`src/rtl/la_capture_core.sv`:
```
// la_capture_core: logic-analyser capture engine with circular pre-trigger
// buffer, masked level/edge trigger and oldest-first valid/ready readout.
// Ports: sys_clk/sys_rst_n; data_i probes; trig_i/trig_mask_i/trig_value_i/
// trig_edge_i trigger config; pretrig_i pre-trigger depth; arm_i/abort_i
// control; rd_valid_o/rd_ready_i/rd_data_o/rd_last_o readout stream;
// state_o (0 IDLE,1 PRE,2 WAIT,3 POST,4 DONE); triggered_o.
// Option: define LA_TRIG_COUNT_EN to add trig_cnt_i (fire on the N+1-th match).
module la_capture_core #(
  parameter int DATA_W = 9,
  parameter int TRIG_W = 1,
  parameter int DEPTH  = 256,
  parameter int ADDR_W = $clog2(DEPTH)
) (
  input  logic              sys_clk,
  input  logic              sys_rst_n,
  input  logic [DATA_W-1:0] data_i,
  input  logic [TRIG_W-1:0] trig_i,
  input  logic [TRIG_W-1:0] trig_mask_i,
  input  logic [TRIG_W-1:0] trig_value_i,
  input  logic              trig_edge_i,
  input  logic [ADDR_W-1:0] pretrig_i,
  input  logic              arm_i,
  input  logic              abort_i,
`ifdef LA_TRIG_COUNT_EN
  input  logic [7:0]        trig_cnt_i,
`endif
  output logic              rd_valid_o,
  input  logic              rd_ready_i,
  output logic [DATA_W-1:0] rd_data_o,
  output logic              rd_last_o,
  output logic [2:0]        state_o,
  output logic              triggered_o
);

  typedef enum logic [2:0] {
    S_IDLE = 3'd0,
    S_PRE  = 3'd1,
    S_WAIT = 3'd2,
    S_POST = 3'd3,
    S_DONE = 3'd4
  } state_t;

  localparam logic [ADDR_W:0] DEPTH_L = (ADDR_W+1)'(DEPTH);

  state_t state_q, state_d;

  logic [TRIG_W-1:0] mask_q;
  logic [TRIG_W-1:0] value_q;
  logic              edge_q;
  logic [ADDR_W-1:0] pretrig_q;
  logic [ADDR_W-1:0] wr_ptr;
  logic [ADDR_W-1:0] trig_addr;
  logic [ADDR_W:0]   post_cnt;
  logic [ADDR_W:0]   post_need;
  logic              match_q;

  logic [ADDR_W:0]   issue_cnt;
  logic [ADDR_W-1:0] rd_start;
  logic [ADDR_W-1:0] rd_addr;
  logic [DATA_W-1:0] ram_q;
  logic              ram_q_vld;
  logic              ram_q_last;

  logic [DATA_W-1:0] mem [DEPTH];

  logic match;
  logic match_arm;
  logic fire;
  logic take;
  logic arm_ok;
  logic we;
  logic out_load;
  logic q_take;
  logic issue;
  logic last_beat;

  assign match     = ((trig_i ^ value_q) & mask_q) == '0;
  // Edge history must reflect the new config on the arm cycle, otherwise
  // a stale mask could fake a rising edge on the first WAIT cycle.
  assign match_arm = ((trig_i ^ trig_value_i) & trig_mask_i) == '0;
  assign fire      = edge_q ? (match & ~match_q) : match;

`ifdef LA_TRIG_COUNT_EN
  logic [7:0] cnt_q;
  logic [7:0] fire_cnt;
  assign take = fire & (fire_cnt == cnt_q);
`else
  assign take = fire;
`endif

  assign arm_ok = arm_i & ~abort_i &
                  ((state_q == S_IDLE) | (state_q == S_DONE));
  assign we = (state_q == S_PRE) | (state_q == S_WAIT) |
              (state_q == S_POST);

  assign post_need = DEPTH_L - {1'b0, pretrig_q};

  // Readout: one-entry RAM output register feeding the output register.
  assign rd_start  = trig_addr - pretrig_q;
  assign rd_addr   = rd_start + issue_cnt[ADDR_W-1:0];
  assign out_load  = (state_q == S_DONE) & (~rd_valid_o | rd_ready_i);
  assign q_take    = out_load & ram_q_vld;
  assign issue     = (state_q == S_DONE) & ~issue_cnt[ADDR_W] &
                     (~ram_q_vld | q_take);
  assign last_beat = rd_valid_o & rd_ready_i & rd_last_o;

  assign state_o = state_q;

  always_comb begin
    state_d = state_q;
    if (abort_i) begin
      state_d = S_IDLE;
    end else if (arm_ok) begin
      state_d = (pretrig_i == '0) ? S_WAIT : S_PRE;
    end else begin
      unique case (state_q)
        S_PRE: begin
          if (wr_ptr == pretrig_q - 1'b1)
            state_d = S_WAIT;
        end
        S_WAIT: begin
          if (take)
            state_d = (post_need == 1) ? S_DONE : S_POST;
        end
        S_POST: begin
          if (post_cnt + 1'b1 == post_need)
            state_d = S_DONE;
        end
        S_DONE: begin
          if (last_beat)
            state_d = S_IDLE;
        end
        default: state_d = state_q;
      endcase
    end
  end

  always_ff @(posedge sys_clk or negedge sys_rst_n) begin
    if (!sys_rst_n) begin
      state_q     <= S_IDLE;
      mask_q      <= '0;
      value_q     <= '0;
      edge_q      <= 1'b0;
      pretrig_q   <= '0;
      wr_ptr      <= '0;
      trig_addr   <= '0;
      post_cnt    <= '0;
      match_q     <= 1'b0;
      issue_cnt   <= '0;
      ram_q_vld   <= 1'b0;
      ram_q_last  <= 1'b0;
      rd_valid_o  <= 1'b0;
      rd_data_o   <= '0;
      rd_last_o   <= 1'b0;
      triggered_o <= 1'b0;
`ifdef LA_TRIG_COUNT_EN
      cnt_q       <= '0;
      fire_cnt    <= '0;
`endif
    end else begin
      state_q <= state_d;
      match_q <= arm_ok ? match_arm : match;
      if (abort_i) begin
        rd_valid_o <= 1'b0;
        rd_last_o  <= 1'b0;
        ram_q_vld  <= 1'b0;
`ifdef LA_TRIG_COUNT_EN
        fire_cnt   <= '0;
`endif
      end else if (arm_ok) begin
        mask_q      <= trig_mask_i;
        value_q     <= trig_value_i;
        edge_q      <= trig_edge_i;
        pretrig_q   <= pretrig_i;
        wr_ptr      <= '0;
        triggered_o <= 1'b0;
        issue_cnt   <= '0;
        ram_q_vld   <= 1'b0;
        rd_valid_o  <= 1'b0;
        rd_last_o   <= 1'b0;
`ifdef LA_TRIG_COUNT_EN
        cnt_q       <= trig_cnt_i;
        fire_cnt    <= '0;
`endif
      end else begin
        if (we)
          wr_ptr <= wr_ptr + 1'b1;
        if (state_q == S_WAIT && take) begin
          trig_addr   <= wr_ptr;
          triggered_o <= 1'b1;
          post_cnt    <= (ADDR_W+1)'(1);
        end
`ifdef LA_TRIG_COUNT_EN
        if (state_q == S_WAIT && fire && !take)
          fire_cnt <= fire_cnt + 1'b1;
`endif
        if (state_q == S_POST)
          post_cnt <= post_cnt + 1'b1;
        if (issue) begin
          issue_cnt  <= issue_cnt + 1'b1;
          ram_q_vld  <= 1'b1;
          ram_q_last <= &issue_cnt[ADDR_W-1:0];
        end else if (q_take) begin
          ram_q_vld <= 1'b0;
        end
        if (out_load) begin
          if (q_take) begin
            rd_valid_o <= 1'b1;
            rd_data_o  <= ram_q;
            rd_last_o  <= ram_q_last;
          end else begin
            rd_valid_o <= 1'b0;
            rd_last_o  <= 1'b0;
          end
        end
      end
    end
  end

  // Buffer RAM: no reset so it maps onto block RAM.
  always_ff @(posedge sys_clk) begin
    if (we)
      mem[wr_ptr] <= data_i;
    if (issue)
      ram_q <= mem[rd_addr];
  end

endmodule
```
`config.mk`:
```
export PLATFORM = sky130hd
export DESIGN_NAME = la_capture_core
export DESIGN_NICKNAME = d
export VERILOG_FILES = /design/src/rtl/la_capture_core.sv
export SDC_FILE = /design/constraint.sdc
export NUM_CORES = 2
export LEC_CHECK = 0
export CORE_MARGIN = 2
export CORE_UTILIZATION = 55
export CTS_CLUSTER_SIZE = 25
export DETAILED_ROUTE_END_ITERATION = 8
export PLACE_DENSITY = 0.71
export SLEW_MARGIN = 25
export SYNTH_ARGS = -nofsm -noshare
export SYNTH_HDL_FRONTEND = slang
export SYNTH_SLANG_ARGS = --single-unit
```
`constraint.sdc`:
```
create_clock -name sys_clk -period 3.7 [get_ports sys_clk]
set_input_delay 0.74 -clock sys_clk [delete_from_list [all_inputs] [get_ports sys_clk]]
set_output_delay 0.74 -clock sys_clk [all_outputs]
set_load 0.005 [all_outputs]
```
==> impl_metrics.env <==
export IMPL_htreeDepth=4
export IMPL_yosysWarnings=0
export IMPL_die_height_um=417
export IMPL_arrival_ps=4740
export IMPL_hold_path_class="input pin to register"
export IMPL_first_pass_iters=5
export IMPL_grt_start_max_net_pins=105
export IMPL_setup_worst_path_start_class="register"
export IMPL_synth_area_leader_cell="edfxtp_1"
export IMPL_grt_pass1_vias=49700
export IMPL_ys_flop_type="edfxtp_1"
export IMPL_clock_sinks=2376
export IMPL_r2r_slack_ps=-430
export IMPL_synth_cell_types=67
export IMPL_cp_data_required_time_ps=4310
export IMPL_period_needed_ps=4130
export IMPL_wirelength_um=233000
export IMPL_synth_edf_count=2313
export IMPL_ctsRootBufferMaster="clkbuf_16"
export IMPL_grt_usage_pct=27.1
export IMPL_gp_congestion=0.924
export IMPL_netlist_instances=4700
export IMPL_synth_most_common_cell="edfxtp_1"
export IMPL_dp_hpwl_um=146000
export IMPL_row_count=151
export IMPL_max_freq_mhz=242
export IMPL_viasPerCell=6.43
export IMPL_core_area_um2=169000
export IMPL_rsz0062_at_grt="yes"
export IMPL_port_buffers=40
export IMPL_rr_startpoint="pretrig_q[1]"
export IMPL_stdcell_count=7777
export IMPL_path_cells="fa_1, fa_4, buf_12, buf_12, buf_4, buf_16, mux4_2, mux4_2, o22a_1, nand4_1, nand4_1"
export IMPL_max_slew_worst_pin_slew_ps=1030
export IMPL_r2r_cells=11
export IMPL_violations="negative setup slack"
export IMPL_finalClockSkew_ps=33.8
export IMPL_initial_utilization_pct=55.3
export IMPL_endpoint="ram_q[3]"
export IMPL_maxSlewViolCount=0
export IMPL_clk_pin_slew_ps=60
export IMPL_hold_viol=0
export IMPL_clock_path_buffers=3
export IMPL_numCtsBuffers=230
export IMPL_startpoint="pretrig_q[1]"
export IMPL_grt_pass1_wl_um=341000
export IMPL_async_flop_share_pct=2.65
export IMPL_drc_errors=0
export IMPL_setup_violations=9
export IMPL_yosysSeqAreaShare_pct=75.9
export IMPL_num_vias=50000
export IMPL_cts_tree="yes"
export IMPL_synth_nets=4749
export IMPL_dieArea_um2=174000
export IMPL_critical_path_class="register to register"
export IMPL_synth_top_area_share_pct=74.2
export IMPL_syn_area_um2=93600
export IMPL_clkLatencyLatePin_ps=880
export IMPL_slowest_stage="fa_4"
export IMPL_die_w_um=417
export IMPL_drive_above_1_share_pct=30.8
export IMPL_synth_area_top_cells="edfxtp_1 74%, mux4_2 14%, dfrtp_1 1.7%"
export IMPL_r2r_end="ram_q[3]"
export IMPL_slowest_delay_ps=840
export IMPL_postRouteAntennaNets=0
export IMPL_netlist_top_cells_count="2313 x edfxtp_1, 588 x mux4_2, 371 x nand2_1"
export IMPL_synth_avg_cell_area_um2=19.9
export IMPL_dp_cells=7312
export IMPL_wl_per_cell_um=30.0
export IMPL_end_kind="register"
export IMPL_slew_headroom_pct=31.0
export IMPL_crit_fanout=7
export IMPL_area_growth_pct=17.7
export IMPL_io_pins=41
export IMPL_overflow=0
export IMPL_nNetsFinal=5408
export IMPL_maxCapViolCount=0
export IMPL_fin_crit_sh_pct=112
export IMPL_ys_seq_elements=2376
export IMPL_setup_ws_ps=-434
export IMPL_status="finished, violations left"
export IMPL_dr_first_iter_drc_count=6892
export IMPL_antenna_found_initial=5
==> layout by cell type (no fill, tap or decap), types with 16 or more instances in the layout <==
master           Yosys  final
o21ai_0             42     35
xnor2_1             27     26
dfrtp_1             63     63
nand2_2              0     18
buf_4               16    540
bufinv_16            0     25
buf_16               0     16
clkdlybuf4s50_1      0     30
clkinv_1             0     61
mux4_2             588    592
buf_12               0     87
nor3_1              42     31
inv_1               37     34
edfxtp_1          2313   2313
clkbuf_1           126     51
nand3_1            201    191
and3_1              38     38
clkbuf_16            0    234
mux2_2              25     25
a31oi_1             30     28
a21oi_1             20     19
nor2_1             302    296
mux2i_1             57     47
nand4_1             38     38
nand2_1            371    353
clkinv_2             0     33
==> metal layers <==
layer	global-route usage, %	share of wire, %
met5	0	0.018
met4	8.81	3.4
met3	5.47	10
met2	42.4	48
met1	38.8	38
==> cell families after synthesis <==
family | share of synthesized area, %
compound gates | 1.76
xor+xnor | 0.437
fa+ha+maj | 0.364
buf+inv | 1.52
flops | 75.9
mux | 15.2
simple gates | 4.87
==> critical path: cells and delay by family (launching register included) <==
kind / cells / cell delay, ps
compound gates: 1 / 250
fa+ha+maj: 2 / 1400
buf+inv: 4 / 590
flops: 1 / 410
mux: 2 / 850
simple gates: 2 / 340
==> stage by stage <==
stage / area, um^2 / hold slack [ps] / setup WS (ps) / setup TNS (ps) / util (%)
2_1_floorplan: 93600 / 444 / 14.4 / 0 / -
3_3_place_gp: 101000 / 467 / -598 / -4130 / 59.9
3_5_place_dp: 101000 / 468 / -579 / -4190 / 59.9
4_1_cts: 110000 / 270 / -336 / -2680 / 64.9
5_1_grt: 110000 / 310 / -462 / -3590 / 65.1
6_report: 110000 / 311 / -434 / -3300 / 65.1
==> state kept, by name (all words and copies together), names as in the netlist, 3 cells and up <==
name	count
mem	2304
wr_ptr	8
pretrig_q	8
state_o	3
rd_data_o	9
trig_addr	8
ram_q	9
post_cnt	9
issue_cnt	9
==> final cells by class <==
cell class	instances	area, um^2
sequential	2376	71000
fill	10800	59100
multi-input combinational	2014	21700
timing repair buffer	700	6940
clock buffer	286	6040
tap	2218	2780
clock inverter	145	1560
inverter	37	139
antenna	1	2.50
==> worst min path at each step <==
stage               slack, ps  depth (start not counted)     endpoint         from
floorplan                 440                          0       edge_q    sys_rst_n
global route              310                          1  mem[127][2]    data_i[2]
detailed placement        470                          1  triggered_o  triggered_o
CTS                       270                          1  mem[124][2]    data_i[2]
global placement          470                          1  triggered_o  triggered_o
finish                    310                          1  mem[124][2]    data_i[2]
==> repair_timing <==
item,4_1_cts,5_1_grt
endpoints found under the hold margin,34,0
pin swaps,26,20
hold buffers,1,0
gates cloned,10,3
setup endpoints to repair,9,9
setup buffers,14,6
gates resized for setup,100,42
Power is left out: the tool's default activity adds up to more than one toggle a clock period on the data nets, which glitch-free logic cannot reach.
